### src/rtl/pll_reconfig_target.sv
// PLL reconfiguration responder: shadow/active M/N counter banks, serial scan-out on reconfigure.
// Optional readback path enabled by defining PLL_RECONFIG_READBACK_EN.
module pll_reconfig_target #(
  parameter int unsigned DATA_W      = 9,
  parameter int unsigned WRITE_LAT   = 2,
  parameter int unsigned TAIL_CYCLES = 4
) (
  input  logic              clock_ctr,
  input  logic              sys_reset,
  input  logic [3:0]        counter_type,
  input  logic [2:0]        counter_param,
  input  logic [DATA_W-1:0] data_in,
  input  logic              write_param,
  input  logic              read_param,
  input  logic              reconfig,
  input  logic              reset,
  input  logic              pll_areset_in,
  output logic              busy,
  output logic [DATA_W-1:0] data_out,
  output logic              pll_areset,
  output logic              scandata,
  output logic              scanclk_en,
  output logic [DATA_W-1:0] n_high,
  output logic [DATA_W-1:0] n_low,
  output logic [DATA_W-1:0] m_high,
  output logic [DATA_W-1:0] m_low,
  output logic              cfg_valid,
  output logic              cmd_error
);

  localparam int unsigned ScanLen = 4 * DATA_W;
  localparam int unsigned MaxA    = (ScanLen > WRITE_LAT) ? ScanLen : WRITE_LAT;
  localparam int unsigned MaxLen  = (MaxA > TAIL_CYCLES) ? MaxA : TAIL_CYCLES;
  localparam int unsigned CntW    = $clog2(MaxLen + 1);

  localparam logic [CntW-1:0] WrLast   = CntW'(WRITE_LAT - 1);
  localparam logic [CntW-1:0] ScanLast = CntW'(ScanLen - 1);
  localparam logic [CntW-1:0] TailLast = CntW'(TAIL_CYCLES - 1);

  // Bank index: {type[0], param[0]} -> 0 n_high, 1 n_low, 2 m_high, 3 m_low.
  localparam int unsigned IdxNHigh = 0;
  localparam int unsigned IdxNLow  = 1;
  localparam int unsigned IdxMHigh = 2;
  localparam int unsigned IdxMLow  = 3;

  typedef enum logic [2:0] {
    StIdle,
    StWr,
    StRd,
    StScan,
    StUpd,
    StTail
  } state_e;

  state_e                   state_q, state_d;
  logic [CntW-1:0]          cnt_q, cnt_d;
  logic                     wr_hist_q, wr_hist_d;
  logic                     rc_hist_q, rc_hist_d;
  logic [3:0]               type_q, type_d;
  logic [2:0]               param_q, param_d;
  logic [DATA_W-1:0]        wdata_q, wdata_d;
  logic [3:0][DATA_W-1:0]   shadow_q, shadow_d;
  logic [3:0][DATA_W-1:0]   active_q, active_d;
  logic [ScanLen-1:0]       shift_q, shift_d;
  logic                     cfg_valid_q, cfg_valid_d;
  logic                     cmd_error_q, cmd_error_d;
  logic                     pll_areset_q;

  logic                     wr_new, rd_new, rc_new;
  logic                     addr_ok;
  logic [1:0]               addr_idx;

`ifdef PLL_RECONFIG_READBACK_EN
  logic                     rd_hist_q, rd_hist_d;
  logic [DATA_W-1:0]        data_out_q, data_out_d;

  assign rd_new   = read_param & ~rd_hist_q;
  assign data_out = data_out_q;
`else
  logic unused_read;

  assign unused_read = read_param;
  assign rd_new      = 1'b0;
  assign data_out    = '0;
`endif

  assign wr_new   = write_param & ~wr_hist_q;
  assign rc_new   = reconfig & ~rc_hist_q;

  assign addr_ok  = (type_q[3:1] == 3'b000) && (param_q[2:1] == 2'b00);
  assign addr_idx = {type_q[0], param_q[0]};

  always_comb begin
    state_d     = state_q;
    cnt_d       = cnt_q;
    wr_hist_d   = write_param;
    rc_hist_d   = reconfig;
    type_d      = type_q;
    param_d     = param_q;
    wdata_d     = wdata_q;
    shadow_d    = shadow_q;
    active_d    = active_q;
    shift_d     = shift_q;
    cfg_valid_d = cfg_valid_q;
    cmd_error_d = cmd_error_q;
`ifdef PLL_RECONFIG_READBACK_EN
    rd_hist_d   = read_param;
    data_out_d  = data_out_q;
`endif

    if (reset) begin
      state_d     = StIdle;
      cnt_d       = '0;
      shadow_d    = '0;
      cmd_error_d = 1'b0;
    end else begin
      unique case (state_q)
        StIdle: begin
          cnt_d = '0;
          if (rc_new) begin
            state_d = StScan;
            shift_d = {shadow_q[IdxMHigh], shadow_q[IdxMLow],
                       shadow_q[IdxNHigh], shadow_q[IdxNLow]};
          end else if (wr_new) begin
            state_d = StWr;
            type_d  = counter_type;
            param_d = counter_param;
            wdata_d = data_in;
          end else if (rd_new) begin
            state_d = StRd;
            type_d  = counter_type;
            param_d = counter_param;
          end
        end
        StWr: begin
          if (cnt_q == WrLast) begin
            state_d = StIdle;
            if (addr_ok) begin
              shadow_d[addr_idx] = wdata_q;
            end else begin
              cmd_error_d = 1'b1;
            end
          end else begin
            cnt_d = cnt_q + CntW'(1);
          end
        end
        StRd: begin
          if (cnt_q == WrLast) begin
            state_d = StIdle;
`ifdef PLL_RECONFIG_READBACK_EN
            if (addr_ok) begin
              data_out_d = shadow_q[addr_idx];
            end else begin
              data_out_d  = '0;
              cmd_error_d = 1'b1;
            end
`endif
          end else begin
            cnt_d = cnt_q + CntW'(1);
          end
        end
        StScan: begin
          shift_d = {shift_q[ScanLen-2:0], 1'b0};
          if (cnt_q == ScanLast) begin
            state_d = StUpd;
            cnt_d   = '0;
          end else begin
            cnt_d = cnt_q + CntW'(1);
          end
        end
        StUpd: begin
          active_d    = shadow_q;
          cfg_valid_d = 1'b1;
          state_d     = StTail;
          cnt_d       = '0;
        end
        StTail: begin
          if (cnt_q == TailLast) begin
            state_d = StIdle;
            cnt_d   = '0;
          end else begin
            cnt_d = cnt_q + CntW'(1);
          end
        end
        default: begin
          state_d = StIdle;
          cnt_d   = '0;
        end
      endcase
    end
  end

  // History flops reset to 1 so a command held high through reset does not fire.
  always_ff @(posedge clock_ctr or posedge sys_reset) begin
    if (sys_reset) begin
      state_q     <= StIdle;
      cnt_q       <= '0;
      wr_hist_q   <= 1'b1;
      rc_hist_q   <= 1'b1;
      type_q      <= '0;
      param_q     <= '0;
      wdata_q     <= '0;
      shadow_q    <= '0;
      active_q    <= '0;
      shift_q     <= '0;
      cfg_valid_q <= 1'b0;
      cmd_error_q <= 1'b0;
    end else begin
      state_q     <= state_d;
      cnt_q       <= cnt_d;
      wr_hist_q   <= wr_hist_d;
      rc_hist_q   <= rc_hist_d;
      type_q      <= type_d;
      param_q     <= param_d;
      wdata_q     <= wdata_d;
      shadow_q    <= shadow_d;
      active_q    <= active_d;
      shift_q     <= shift_d;
      cfg_valid_q <= cfg_valid_d;
      cmd_error_q <= cmd_error_d;
    end
  end

`ifdef PLL_RECONFIG_READBACK_EN
  always_ff @(posedge clock_ctr or posedge sys_reset) begin
    if (sys_reset) begin
      rd_hist_q  <= 1'b1;
      data_out_q <= '0;
    end else begin
      rd_hist_q  <= rd_hist_d;
      data_out_q <= data_out_d;
    end
  end
`endif

  always_ff @(posedge clock_ctr or posedge sys_reset) begin
    if (sys_reset) begin
      pll_areset_q <= 1'b0;
    end else begin
      pll_areset_q <= pll_areset_in;
    end
  end

  assign busy       = (state_q != StIdle);
  assign scanclk_en = (state_q == StScan);
  assign scandata   = scanclk_en & shift_q[ScanLen-1];
  assign pll_areset = pll_areset_q;
  assign n_high     = active_q[IdxNHigh];
  assign n_low      = active_q[IdxNLow];
  assign m_high     = active_q[IdxMHigh];
  assign m_low      = active_q[IdxMLow];
  assign cfg_valid  = cfg_valid_q;
  assign cmd_error  = cmd_error_q;

endmodule

### config.mk
export PLATFORM = sky130hd
export DESIGN_NAME = pll_reconfig_target
export DESIGN_NICKNAME = d
export VERILOG_FILES = /design/src/rtl/pll_reconfig_target.sv
export SDC_FILE = /design/constraint.sdc
export NUM_CORES = 1
export LEC_CHECK = 0
export BUFFER_PORTS_ARGS = -buffer_cell sky130_fd_sc_hd__buf_2
export CORE_ASPECT_RATIO = 2
export CORE_MARGIN = 2
export CORE_UTILIZATION = 55
export DETAILED_ROUTE_END_ITERATION = 8
export PLACE_DENSITY = 0.84
export SYNTH_ARGS = -nofsm -noshare
export SYNTH_HDL_FRONTEND = slang
export SYNTH_SLANG_ARGS = --single-unit
### constraint.sdc
create_clock -name clock_ctr -period 4.7 [get_ports clock_ctr]
set_clock_uncertainty 0.2 [all_clocks]
set_input_delay 0.235 -clock clock_ctr [delete_from_list [all_inputs] [get_ports clock_ctr]]
set_output_delay 0.235 -clock clock_ctr [all_outputs]
set_load 0.1 [all_outputs]
==> results by group <==
Pwr
  • Worst vdd ir: 0.000473 V
  • LEAKAGE: 3.93 nW
  • Logic gate share of total power: 11.5%
  • Sw Share: 25.6%
  • Clock power share: 47.4%
  • Internal power: 0.00245 W
  • Sequential power share: 41.1%
  • Net Sw Power: 0.000841 W
  • Power density over cell area: 458 mW/mm²

Yosys
  • Number of flops mapped to enable cells by yosys: 0
  • Synth Area in Adders: 0.421%
  • Xor/xnor share of the synthesized area: 0.737%
  • Syn avg cell area: 12.3 µm²
  • Number of synthesized register bits: 138
  • Synth top area share: 57.3%
  • Leading area contributor after synthesis: dfrtp_1
  • Cell Area, Synth: 0.00594 mm²
  • Ys async rst share: 100%
  • Post-Synthesis Cells: 483
  • Synth Warn #: 0
  • Synth Flop Type: dfrtp_1
  • Cell variety after synth: 44
  • Largest family of logic cells by synthesized area: multiplexers
  • Synth Area in Compound Gates: 4.65%
  • Mux contribution to synthesized area: 22.4%
  • Largest cells by area after synthesis: dfrtp_1, mux2i_1, mux2_2
  • Commonest cells in the netlist: dfrtp_1, mux2i_1, nor2_1
  • Most frequent cell after synthesis: dfrtp_1
  • Simple-Gate Fraction of Synth Area: 9.48%
  • Seq/Total Area, Yosys: 58.2%

CTS
  • Deepest clock path buffer count: 2
  • CTS tree: built
  • Cts bufs inserted: 17
  • Clk_lat worst skew: 0.42 ns
  • # resized after CTS: 0
  • Clock sinks: 138
  • Number of H-tree levels: 4
  • # Post-CTS Setup Buffers: 0
  • Clock root buffer master: clkbuf_16
  • Reg clk slew, reported paths: 0.05 ns

STA
  • Headroom to the max-slew limit: 40.4%
  • Setup Total Neg Slack: 0 ns
  • Hold Violations, Final: 0
  • Least-Margin Pin Slew: 0.894 ns
  • Tcrit/Tclk final: 68.3%
  • Max Clock Freq: 312 MHz
  • Final setup vio count: 0
  • Final max-slew violation count: 0
  • Unrepaired setup endpoints after global routing: false
  • Minimum clock period: 3.21 ns

Placement
  • Post-DP Area: 0.00629 mm²
  • # port buffers: 63
  • Dpl cells: 658
  • Post-DP HPWL: 8.15 mm
  • Routability Congestion: 0.851

GRT
  • Pin count of the biggest net entering global routing: 72
  • GRT met1 Usage: 27.2%
  • Met2 usage: 42.5%
  • Most used routing layer in global routing: met2
  • Initial antenna violation count: 0
  • Total track usage: 23.9%
  • GR Util met3: 5.24%
  • Total congestion overflow: 0
  • Vias in the first global route: 4192
  • First-pass GRT wire length: 21.2 mm

Worst setup path
  • CP Data Required Time: 4.26 ns
  • Critical path capture point type: output port
  • Critical-path top delay cell: dfrtp_1
  • Worst EP arrival: 2.78 ns
  • Max FO, Critical Path: 21
  • Setup crit start kind: register
  • CP max stage delay: 0.58 ns
  • CP delay by family, top: simple AND/OR/NAND/NOR gates
  • Crit Path Class: register to output port
  • Crit path buf inv count: 3
  • Critical Path, Cell by Cell: nand2_1, or2_2, buf_4, inv_1, and2_1, buf_2

Cells and area
  • Nets: 585
  • Fin cells: 710
  • Final Instance Area: 0.00719 mm²
  • N_diodes: 0
  • Layout area overhead: 21.0%
  • Layout cell share with drive strength beyond 1: 28.3%

Drt
  • Antenna viol nets, final: 0
  • DRT Pass-1 Iters: 5
  • DR vias/cell: 5.62
  • Routed WL: 12.8 mm
  • Vias post-DR: 3992
  • Residual DRC: 0
  • DR WL/cell: 18.1 µm
  • First-iteration detailed-routing DRC count: 262

Die
  • Die X: 77.5 µm
  • Core outline area: 0.0105 mm²
  • Initial Util: 56.4%
  • DIE AREA: 0.0117 mm²
  • Die H: 151 µm
  • Floorplan row count: 53
  • Num ports: 74

Hold path
  • HP Class: primary input to register

Flow run
  • Max Cap Viol: 0

Run status
  • Status: finished clean
state kept, by name (all words and copies together), names as in the netlist:
name	cells
cfg_valid	1
cmd_error	1
cnt_q	6
m_high	9
m_low	9
n_high	9
n_low	9
param_q	3
pll_areset	1
rc_hist_q	1
shadow_q	36
shift_q	36
state_q	3
type_q	4
wdata_q	9
wr_hist_q	1
cell usage in the layout, fill, tap and decap left out, types with 2 or more instances in the layout:
master	Yosys	final
ha_1	2	2
mux2_2	42	42
clkinv_2	0	3
nand2b_1	4	4
buf_2	8	63
a21oi_1	2	2
dlygate4sd3_1	0	20
or2_2	2	2
buf_4	10	6
inv_1	4	3
nor2_1	47	47
nor3_1	3	3
nand3_1	4	4
bufinv_16	0	7
nor4b_1	3	2
o21ai_0	39	39
nand4_1	4	4
dfstp_2	2	2
nor4_1	3	3
or4_1	2	2
clkbuf_16	0	17
xor2_1	2	2
clkinv_4	0	2
mux2i_1	71	71
clkbuf_8	0	2
dfrtp_1	136	136
mux2_4	10	10
nand2_1	41	41
conb_1	1	9
xnor2_1	3	3
final timing paths:
path                       cells past startpoint  slack [ns]           to       start
max in group asynchronous                      4        2.91  shadow_q[1]   sys_reset
setup / recovery                               6        1.49     scandata  state_q[0]
setup reg to reg                               5        2.15  shift_q[14]  state_q[0]
hold reg to reg                                1        0.27    cfg_valid   cfg_valid
min in group asynchronous                      3        0.34     m_low[2]   sys_reset
hold / removal                                 2        0.24   state_q[2]       reset
cells by family (layout without fill, tap and decap cells):
group	Yosys count	in the layout
flops	138	138
mux	123	123
simple gates	121	121
compound gates	50	50
buf+inv	43	125
xor+xnor	5	5
fa+ha+maj	2	2
other cells	1	9
per-layer routing:
layer / part of all wire (%) / vias up
met4: 2.7 / 0
met5: 0 / -
met3: 4.1 / 32
met1: 37 / 2024
li1: - / 1812
met2: 56 / 124
through the flow:
step	hold WS (ns)	setup WS [ns]	total power, W	util (%)
final	0.240	1.49	0.00329	68.2
after global routing	0.274	1.42	0.00338	68.2
after CTS	0.231	1.50	0.00330	68.2
after detailed placement	0.145	1.97	0.00173	59.6
after global placement	0.143	2.03	0.00171	59.6
after floorplan	0.0395	0.572	0.00165	-
power by group through the flow:
| stage | Sequential, W | Clock, W | Combinational (W) |
|---|---|---|---|
| 2_1_floorplan | 0.00144 | 0 | 0.000206 |
| 5_1_grt | 0.00136 | 0.00163 | 0.000399 |
| 3_5_place_dp | 0.00137 | 0 | 0.000363 |
| 6_report | 0.00135 | 0.00156 | 0.000377 |
| 4_1_cts | 0.00135 | 0.00157 | 0.000377 |
| 3_3_place_gp | 0.00136 | 0 | 0.000352 |
repair_timing:
item                                    in CTS  in global routing
endpoints found under the setup margin       0                  0
hold buffers                                20                  0
hold endpoints to repair                    85                  0
cell type report:
cell class | instances | area [µm²]
sequential | 138 | 3460
fill | 716 | 3360
multi-input combinational | 310 | 2280
timing repair buffer | 89 | 561
clock buffer | 20 | 457
clock inverter | 12 | 243
tap | 137 | 171
inverter | 4 | 17.5
(Power assumes the default switching activity.)
